$ cat src/rtl/div_result_bcd.sv
// div_result_bcd: captures divider quotient/remainder on ready rise, converts both to packed BCD
// by double-dabble one bit per clock, and holds them behind a valid/ready handshake. Option: DIV_BCD_DROP_CNT_EN.
module div_result_bcd #(
  parameter int WIDTH  = 8,
  parameter int DIGITS = 3
) (
  input  logic                  clk,
  input  logic                  rst,
  input  logic                  in_ready,
  input  logic [WIDTH-1:0]      in_quotient,
  input  logic [WIDTH-1:0]      in_remainder,
  output logic                  out_valid,
  input  logic                  out_ready,
  output logic [4*DIGITS-1:0]   q_bcd,
  output logic [4*DIGITS-1:0]   r_bcd,
  output logic                  busy
`ifdef DIV_BCD_DROP_CNT_EN
  ,
  output logic [7:0]            drop_cnt
`endif
);
  localparam int BW = 4 * DIGITS;
  localparam int IW = $clog2(WIDTH);
  typedef enum logic [1:0] {IDLE, CONVERT, HOLD} state_t;
  state_t state, state_n;
  logic in_ready_d, rise, capture, done;
  logic [IW-1:0] iter;
  logic [WIDTH-1:0] q_bin, r_bin;
  logic [BW-1:0] q_acc, r_acc;
  logic [BW+WIDTH-1:0] q_step, r_step;
  function automatic logic [BW+WIDTH-1:0] dabble(input logic [BW-1:0] acc, input logic [WIDTH-1:0] bin);
    logic [BW-1:0] a;
    a = acc;
    for (int i = 0; i < DIGITS; i++)
      if (a[4*i +: 4] >= 4'd5) a[4*i +: 4] = a[4*i +: 4] + 4'd3;
    return {a, bin} << 1;
  endfunction
  assign rise      = in_ready & ~in_ready_d;
  // HOLD can only accept a new result in the same cycle its current one is taken
  assign capture   = rise && (state == IDLE || (state == HOLD && out_ready));
  assign done      = state == CONVERT && iter == IW'(WIDTH - 1);
  assign q_step    = dabble(q_acc, q_bin);
  assign r_step    = dabble(r_acc, r_bin);
  assign out_valid = state == HOLD;
  assign busy      = state != IDLE;
  always_ff @(posedge clk or posedge rst)
    if (rst) state <= IDLE;
    else state <= state_n;
  always_comb begin
    state_n = capture ? CONVERT : done ? HOLD : (state == HOLD && out_ready) ? IDLE : state;
  end
  always_ff @(posedge clk or posedge rst)
    if (rst) begin
      in_ready_d <= 1'b0;
      iter       <= '0;
      q_bin      <= '0;
      r_bin      <= '0;
      q_acc      <= '0;
      r_acc      <= '0;
      q_bcd      <= '0;
      r_bcd      <= '0;
    end else begin
      in_ready_d <= in_ready;
      if (capture) begin
        q_bin <= in_quotient;
        r_bin <= in_remainder;
        q_acc <= '0;
        r_acc <= '0;
        iter  <= '0;
      end else if (state == CONVERT) begin
        {q_acc, q_bin} <= q_step;
        {r_acc, r_bin} <= r_step;
        iter           <= iter + 1'b1;
      end
      if (done) begin
        q_bcd <= q_step[BW+WIDTH-1 -: BW];
        r_bcd <= r_step[BW+WIDTH-1 -: BW];
      end
    end
`ifdef DIV_BCD_DROP_CNT_EN
  always_ff @(posedge clk or posedge rst)
    if (rst) drop_cnt <= '0;
    else if (rise && !capture && drop_cnt != 8'hFF) drop_cnt <= drop_cnt + 8'd1;
`endif
endmodule

$ cat config.mk
export PLATFORM = sky130hd
export DESIGN_NAME = div_result_bcd
export DESIGN_NICKNAME = d
export VERILOG_FILES = /design/src/rtl/div_result_bcd.sv
export SDC_FILE = /design/constraint.sdc
export NUM_CORES = 1
export LEC_CHECK = 0
export CAP_MARGIN = 20
export CORE_UTILIZATION = 45
export CTS_CLUSTER_DIAMETER = 60
export DETAILED_ROUTE_END_ITERATION = 6
export PLACE_DENSITY = 0.7
export SLEW_MARGIN = 0
export SYNTH_ARGS = -nofsm -noshare
export SYNTH_HDL_FRONTEND = slang
export SYNTH_SLANG_ARGS = --single-unit
$ cat constraint.sdc
create_clock -name clk -period 2.95 [get_ports clk]
set_input_delay 0.7375 -clock clk [delete_from_list [all_inputs] [get_ports clk]]
set_output_delay 0.7375 -clock clk [all_outputs]
set_load 0.02 [all_outputs]
==> results.ini <==
[final_layout]
antenna_cells = 0
drive_above_1_share_pct = 10.4
nets = 397
syn2layout_area_growth_pct = 20.6

[power_and_ir_drop]
power.sequential.fraction_pct = 38.3
ir_drop_v = 0.000429
clockPowerShare_pct = 15.6
powerDensity_mw_per_mm2 = 1100
comb_power_share_pct = 46.2
switching_share_pct = 39.9
p_int_uw = 2640
total_leakage_power_uw = 0.00184
switching_power_uw = 1750

[worst_setup_path]
start_kind = flip-flop
cp.required_ps = 2210
crit_type = flip-flop to output port
crit_path_max_fanout = 9
end_kind = output port
critPathArrivalTime_ps = 1710

[sta]
setup_viol_count_final = 0
fin_crit_ps = 2450
max_clock_freq_mhz = 409
rsz0062_at_grt = false
slew_headroom_pct = 52.6
worst_pin_slew_ps = 707
hold_slack_ps = 482
slew_viol_final = 0
layout_setup_ws_ps = 502
fin_skew_ps = 6.63
finalHoldViolCount = 0
fin_tns_setup_ps = 0
fin_crit_sh_pct = 83.0

[clock_network]
cts-root-buf = clkbuf_8
post_cts_buffers = 0
cts_hold_buf = 0
clk_latency_ps = 330
ctsResizeCount = 0
cts_tree = yes
cts-buffers-inserted = 9
clk_path_buf_depth = 2
cts.sinks = 70
clk_pin_slew_ps = 70
htreeDepth = 3

[grt]
grt_pass1_wl_um = 10600
grt_overflow_total = 0
track_usage_pct = 18.0
antenna_found_initial = 0
grt_max_degree = 47
grt_pass1_vias = 2336

[synth]
syn_avg_cell_area_um2 = 10.4
synth_common_cells = dfrtp_1 (70), nand2_1 (49), inv_1 (27), o21ai_0 (27), o21ai_1 (24)
synth_seq_area_share_pct = 53.2
synth_edf_count = 0
ys.flop_type = dfrtp_1
yosysUniqueCellTypes = 30
syn_nets = 351
ys_ff_latch = 70
yosysTopAreaCellShare_pct = 53.2
synth_area_leader_cell = dfrtp_1
synth_area_mm2 = 0.00330
synth_most_common_cell = dfrtp_1
yosysWarnings = 0
synthArstFlopShare_pct = 100
synthTopCellsByArea = dfrtp_1 (53%), nand2_1 (5.6%), ha_1 (5.3%)
synthCells = 317

[placement]
hpwl_um = 4060
io_buffers = 45
dp_slack_ps = 256
gp_congestion = 0.774

[hold_path]
hp-class = flip-flop to flip-flop

[route]
dr.pass1.iters = 6
drc = 0
vias_per_cell = 5.19
vias = 2403
drt-wirelength-per-cell_um = 13.0
postRouteAntennaNets = 0
wirelength_um = 6000
first_iter_violations = 155

[floorplanning]
die_w_um = 87.6
start_util_pct = 47.5
die-area_mm2 = 0.00767
die_h_um = 87.6
core_mm2 = 0.00694
io_pins = 46
fp-row-count = 30

[run_status]
status = completed

[job]
max_cap_viol_count = 0

[power groups by stage]
stage	registers [uW]	logic [uW]	clock network [uW]
final	1680	2030	683
after global routing	1730	2310	749
after global placement	1680	1980	0
after CTS	1680	2060	703
after detailed placement	1700	2050	0
after floorplan	1790	1340	0
[final timing paths]
path                            from         to  slack [ps]  cells after the start
hold reg to reg            r_bcd[10]  r_bcd[10]         480                      2
hold / removal             r_bcd[10]  r_bcd[10]         480                      2
max in group asynchronous        rst   q_bcd[1]        1550                      3
setup reg to reg            state[0]   q_acc[2]        1080                      5
setup / recovery            state[0]       busy         500                      2
min in group asynchronous        rst   r_bcd[9]         770                      2
[sequential cells by signal (all words and copies together), names as in the netlist]
name,count
state,2
r_bin,8
r_bcd,12
q_bin,8
iter,3
in_ready_d,1
q_acc,12
q_bcd,12
r_acc,12
[layout by cell type (no fill, tap or decap), types with 10 or more instances in the layout]
master / synthesis / routed
ha_1: 14 / 14
inv_1: 27 / 26
o21ai_0: 27 / 27
a21oi_1: 16 / 16
clkbuf_8: 0 / 11
clkdlybuf4s50_1: 0 / 45
o21ai_1: 24 / 24
nor3b_1: 10 / 10
nand2_1: 49 / 49
dfrtp_1: 70 / 70
a222oi_1: 14 / 14
[metal layers]
metal  share of wire, %  global-route usage [%]
met5                  0                       0
met4               0.92                    7.30
met3                3.3                    3.86
met2                 48                    28.1
met1                 48                    24.7
[layout make-up]
type / count / area (um2)
inverter: 27 / 101
clock buffer: 11 / 151
clock inverter: 4 / 22.5
tap: 96 / 120
sequential: 70 / 1750
multi-input combinational: 204 / 1320
timing repair buffer: 51 / 508
fill: 613 / 2970
[critical path: stages, from the launching register on]
cell and delay, ps:
dfrtp_1 510, or2_2 340, clkdlybuf4s50_1 540
[logic make-up (layout without fill, tap and decap cells)]
logic type      count (synthesis)  after routing  synth area share (%)
compound gates                 87             87                  16.2
xor+xnor                        6              6                  1.59
fa+ha+maj                      14             14                  5.32
buf+inv                        43             93                  6.80
flops                          70             70                  53.2
mux                             8              8                  2.96
simple gates                   89             89                  14.0
[stage by stage]
| stage | instances | area (um2) | power [uW] | utilization (%) |
|---|---|---|---|---|
| 6_report | 463 | 3980 | 4390 | 57.2 |
| 5_1_grt | 463 | 3980 | 4790 | 57.2 |
| 4_1_cts | 463 | 3980 | 4440 | 57.2 |
| 3_5_place_dp | 448 | 3800 | 3750 | 54.7 |
| 3_3_place_gp | 448 | 3800 | 3670 | 54.7 |
| 2_1_floorplan | 317 | 3300 | 3130 | - |
(Power assumes the default switching activity.)
==> RTL edit 1: new RTL, same flow settings <==
Set the parameter `WIDTH` to 32 (it was 8).
--- a/src/rtl/div_result_bcd.sv
+++ b/src/rtl/div_result_bcd.sv
@@ -1,7 +1,7 @@
 // div_result_bcd: captures divider quotient/remainder on ready rise, converts both to packed BCD
 // by double-dabble one bit per clock, and holds them behind a valid/ready handshake. Option: DIV_BCD_DROP_CNT_EN.
 module div_result_bcd #(
-  parameter int WIDTH  = 8,
+  parameter int WIDTH  = 32,
   parameter int DIGITS = 3
 ) (
   input  logic                  clk,
Ports: changed (resized in_quotient and in_remainder); port bits go from 46 to 94. No check against the original RTL was run, so the function may have changed too.
==> RTL edit 1 against the original RTL <==
  * Worst setup slack worse by 0.062 ns
  * Design area is 85% higher
  * Count of clock-buffer cells in the layout is 10 higher
  * Sequential cell count is 50 higher
  * Critical path depth stayed put
  * Combinational power is 49% higher
  * Sequential power is 67% higher
  * Maximum frequency is 2.5% lower
  * Synthesized area is 72% higher
  * Core utilization is 3.5 points higher
  * Hold slack worse by 0.0033 ns
  * Cell count is 78% higher
  * Total power is 85% higher
  * Wire length is 98% higher
  * Critical path type unchanged
  * Largest power group unchanged
==> RTL edit 1: results (changes against the original RTL) <==
Run status
  – Status: completed (unchanged)

Layout
  – Finished Layout Cells: 824 (was 463)
  – Share of post-route cells with drive strength above 1: 8.08% (was 10.4%)

Worst setup path
  – Worst R2R End: q_bin[27] (was q_acc[2])
  – WP data arrival: 1.77 ns (was 1.71 ns)
  – Crit Path Max Fanout: 8 (was 9)

Clock network
  – TritonCTS buffer count: 17 (was 9)
  – H-Tree Depth: 4 (was 3)

Timing
  – Worst slew margin: 58.4% (was 52.6%)
  – Hold_ws: 0.479 ns (was 0.482 ns)
  – Fin worst setup slack: 0.441 ns (was 0.502 ns)

Synthesis
  – Adder-Cell Fraction of Synth Area: 3.09% (was 5.32%)
  – Area contributors post-synth: dfrtp_1 (53%), mux2i_1 (10%), nand2_1 (8.2%) (was dfrtp_1 (53%), nand2_1 (5.6%), ha_1 (5.3%))
  – Synth Area in XOR/XNOR: 1.24% (was 1.59%)
  – Post-synthesis sequential area ratio: 53.1% (was 53.2%)
  – Commonest cells post-synth: nand2_1 (123), dfrtp_1 (120), o21ai_0 (84) (was dfrtp_1 (70), nand2_1 (49), inv_1 (27), o21ai_0 (27), o21ai_1 (24))
  – Mux share of post-synthesis cell area: 12.2% (was 2.96%)

Power
  – Final Power: 0.00813 W (was 0.00439 W)
  – Comb pwr share: 37.2% (was 46.2%)
  – Internal: 0.00530 W (was 0.00264 W)
  – VDD IR max: 0.425 mV (was 0.429 mV)

Routing
  – Pre-antenna DRT Iters: 4 (was 6)
  – Initial DRC Count: 269 (was 155)
  – Total via count after detailed routing: 4261 (was 2403)

Place
  – Post-place instance area: 6700 um2 (was 3800 um2)

GRT
  – Total Routing Usage GR: 19.6% (was 18.0%)
  – Largest net degree at the start of global routing: 96 (was 47)
  – First-pass GRT wire length: 19900 um (was 10600 um)

Worst hold path
  – Hold Startpoint: q_bcd[4] (was r_bcd[10])
## RTL edit 1: cell types whose count changed after synthesis, sizes merged, moves of 13 or more
cell and delta:
a222oi -14, o21ai +45, o22ai +16, inv -13
mux2i +59, nand2 +73, dfrtp +50
## RTL edit 1: cell type report
cell class                 count  area (um2)  share of cell area [%]
inverter                      14        56.3                   0.765
timing repair buffer         102        1050                    14.2
tap                          168         210                    2.86
multi-input combinational    388        2380                    32.3
clock buffer                  21         470                    6.39
sequential                   120        3000                    40.8
clock inverter                11         194                    2.63
## RTL edit 1: worst max path at each step
| stage | cells past startpoint | to |
|---|---|---|
| finish | 2 | busy |
| detailed placement | 5 | q_bin[4] |
| floorplan | 1 | in_ready_d |
| global placement | 5 | r_bin[26] |
| global route | 2 | busy |
| CTS | 2 | busy |
## RTL edit 1: routing by layer
metal  GRT usage [%]  share of wire (%)  up-vias
met2            31.6                 48      106
li1                -                  -     2095
met4            7.62                1.4        0
met5               0                  0        -
met3            4.45                3.9       16
met1            25.7                 47     2044
==> RTL edit 2: new RTL, config.mk and constraints unchanged <==
Made on the original files. Encoding of `state_t`: now one-hot (3 bits for 3 states).
--- a/src/rtl/div_result_bcd.sv
+++ b/src/rtl/div_result_bcd.sv
@@ -21,7 +21,7 @@
 );
   localparam int BW = 4 * DIGITS;
   localparam int IW = $clog2(WIDTH);
-  typedef enum logic [1:0] {IDLE, CONVERT, HOLD} state_t;
+  typedef enum logic [2:0] {IDLE = 3'b001, CONVERT = 3'b010, HOLD = 3'b100} state_t;
   state_t state, state_n;
   logic in_ready_d, rise, capture, done;
   logic [IW-1:0] iter;
Check against the original RTL: no difference found for any inputs over 10 cycles, from zero or initial values and one cycle with rst high; not proved beyond that.
==> RTL edit 2 against the original RTL <==
  * Synthesized area is 2.8% higher
  * First-iteration DRC count fell by 4.5%
  * Clock skew up 0.0060 ns
  * Maximum frequency down 7.5%
  * Via count rose by 11%
  * Wire length grew 12%
  * Hold slack got worse by 0.0061 ns
  * Design area increased by 5.0%
  * Sequential cell count up 1
  * Worst setup slack worse by 0.20 ns
  * Cell count up 11%
  * Synthesized cell count rose by 15%
  * Largest cell class unchanged
Power is not compared: it rests on default switching activity, and its combinational part moved more than twofold at a synthesized area within 25%.
==> RTL edit 2: results (changes against the original RTL) <==
GRT
  – Vias in the first global route: 2533 (was 2336)
  – Largest net degree at the start of global routing: 57 (was 47)
  – First-pass GRT wire length: 11700 um (was 10600 um)
  – Total Routing Usage GR: 19.7% (was 18.0%)

Timing
  – Slew Viols, Final: 0 (unchanged)
  – Setup Skew: 0.0127 ns (was 0.00663 ns)
  – Worst slew margin: 33.5% (was 52.6%)

Synthesis
  – Syn Area/Cell: 9.33 um2 (was 10.4 um2)
  – Ys Warns: 0 (unchanged)
  – Commonest cells post-synth: dfrtp_1 (70), nand2_1 (69), a21oi_1 (41) (was dfrtp_1 (70), nand2_1 (49), inv_1 (27), o21ai_0 (27), o21ai_1 (24))
  – Post-synthesis sequential area ratio: 52.5% (was 53.2%)
  – Area contributors post-synth: dfrtp_1 (52%), nand2_1 (7.6%), a21oi_1 (6.1%) (was dfrtp_1 (53%), nand2_1 (5.6%), ha_1 (5.3%))
  – Syn_nets: 397 (was 351)
  – Library cells used by synthesis: 30 (unchanged)

Worst setup path
  – WP data arrival: 1.91 ns (was 1.71 ns)
  – R2R depth: 4 (was 5)
  – Crit Path Max Fanout: 6 (was 9)

Layout
  – Finished Layout Cells: 512 (was 463)
  – Final #Nets: 442 (was 397)
  – Share of post-route cells with drive strength above 1: 7.99% (was 10.4%)
  – Diode count: 0 (unchanged)

Clock network
  – TritonCTS buffer count: 9 (unchanged)
  – Clk_lat worst skew: 0.35 ns (was 0.33 ns)
  – Post-CTS Setup Bufs: 0 (unchanged)
  – Worst-path clk slew: 0.08 ns

Routing
  – Routed WL per cell: 13.1 um (was 13.0 um)
  – Pre-antenna DRT Iters: 4 (was 6)
  – Total via count after detailed routing: 2670 (was 2403)
  – Initial DRC Count: 148 (was 155)

Place
  – Placed insts: 496 (was 448)
  – Post-DP HPWL: 4440 um (was 4060 um)
  – Gpl congestion: 0.750 (was 0.774)

Power
  – VDD IR max: 0.229 mV
  – Sw Share: 20.1%

Run status
  – Status: completed (unchanged)

Worst hold path
  – Worst hold path depth: 2 (unchanged)
RTL edit 2: cell types whose count changed after synthesis, moves of 14 or more:
| cell | unedited run | this run |
|---|---|---|
| a21oi_1 | 16 | 41 |
| a31oi_1 | 0 | 14 |
| a222oi_1 | 14 | 0 |
| inv_1 | 27 | 13 |
| nand2_1 | 49 | 69 |
| nor2_1 | 3 | 25 |
RTL edit 2: stage by stage:
step | total power [W] | instance area [um2] | setup slack (ns) | utilization [%]
2_1_floorplan | 0.00101 | 3390 | 0.418 | -
3_3_place_gp | 0.00105 | 3950 | 0.539 | 54.5
3_5_place_dp | 0.00105 | 3950 | 0.489 | 54.5
4_1_cts | 0.00192 | 4170 | 0.280 | 57.5
5_1_grt | 0.00197 | 4170 | 0.197 | 57.5
6_report | 0.00190 | 4170 | 0.305 | 57.5
RTL edit 2: logic make-up (layout without fill, tap and decap cells):
logic type,count (synthesis),count (layout),share of synthesized area (%)
adder cells (fa/ha/maj),14,14,5.17
multiplexers,8,8,2.66
XOR/XNOR,7,7,1.81
buffers and inverters,32,82,4.14
flip-flops,71,71,52.5
AND/OR/NAND/NOR,125,125,16.5
AO/OA/AOI/OAI,106,106,17.3
RTL edit 2: layer usage:
layer	part of all wire (%)	track usage, %	wire [um]	vias to the layer above
li1	-	-	-	1337
met1	49	26.4	3310	1257
met2	45	30.5	3010	64
met3	4.0	5.04	267	12
met4	1.7	8.36	116	0
met5	0	0	0	-
RTL edit 2: layout make-up:
| class | instances | area, um2 |
|---|---|---|
| Clock buffer | 13 | 159 |
| Timing Repair Buffer | 53 | 523 |
| Sequential cell | 71 | 1780 |
| Tap cell | 99 | 124 |
| Multi-Input combinational cell | 260 | 1480 |
| Inverter | 13 | 48.8 |
| Clock inverter | 3 | 65.1 |
| Fill cell | 645 | 3080 |
RTL edit 2: worst paths after layout:
| path | from | end | slack [ns] |
|---|---|---|---|
| worst min register to register | q_bcd[11] | q_bcd[11] | 0.48 |
| min in group asynchronous | rst | q_bin[4] | 0.68 |
| worst min-delay path | q_bcd[11] | q_bcd[11] | 0.48 |
| worst max-delay path | state[0] | busy | 0.30 |
| worst max register to register | state[0] | r_acc[9] | 0.99 |
| max in group asynchronous | rst | q_bcd[7] | 1.72 |
RTL edit 2: critical path, stage by stage (launching register included):
cell,delay (ns)
dfstp_2,0.60
nor2b_1,0.31
nand2b_1,0.10
clkdlybuf4s50_1,0.54
RTL edit 2: power by group through the flow:
stage	registers, W	clock network [W]	logic (W)
5_1_grt	0.000973	0.000940	0.0000585
3_3_place_gp	0.000993	0	0.0000541
6_report	0.000974	0.000879	0.0000522
3_5_place_dp	0.000993	0	0.0000538
2_1_floorplan	0.000993	0	0.0000155
4_1_cts	0.000974	0.000893	0.0000540
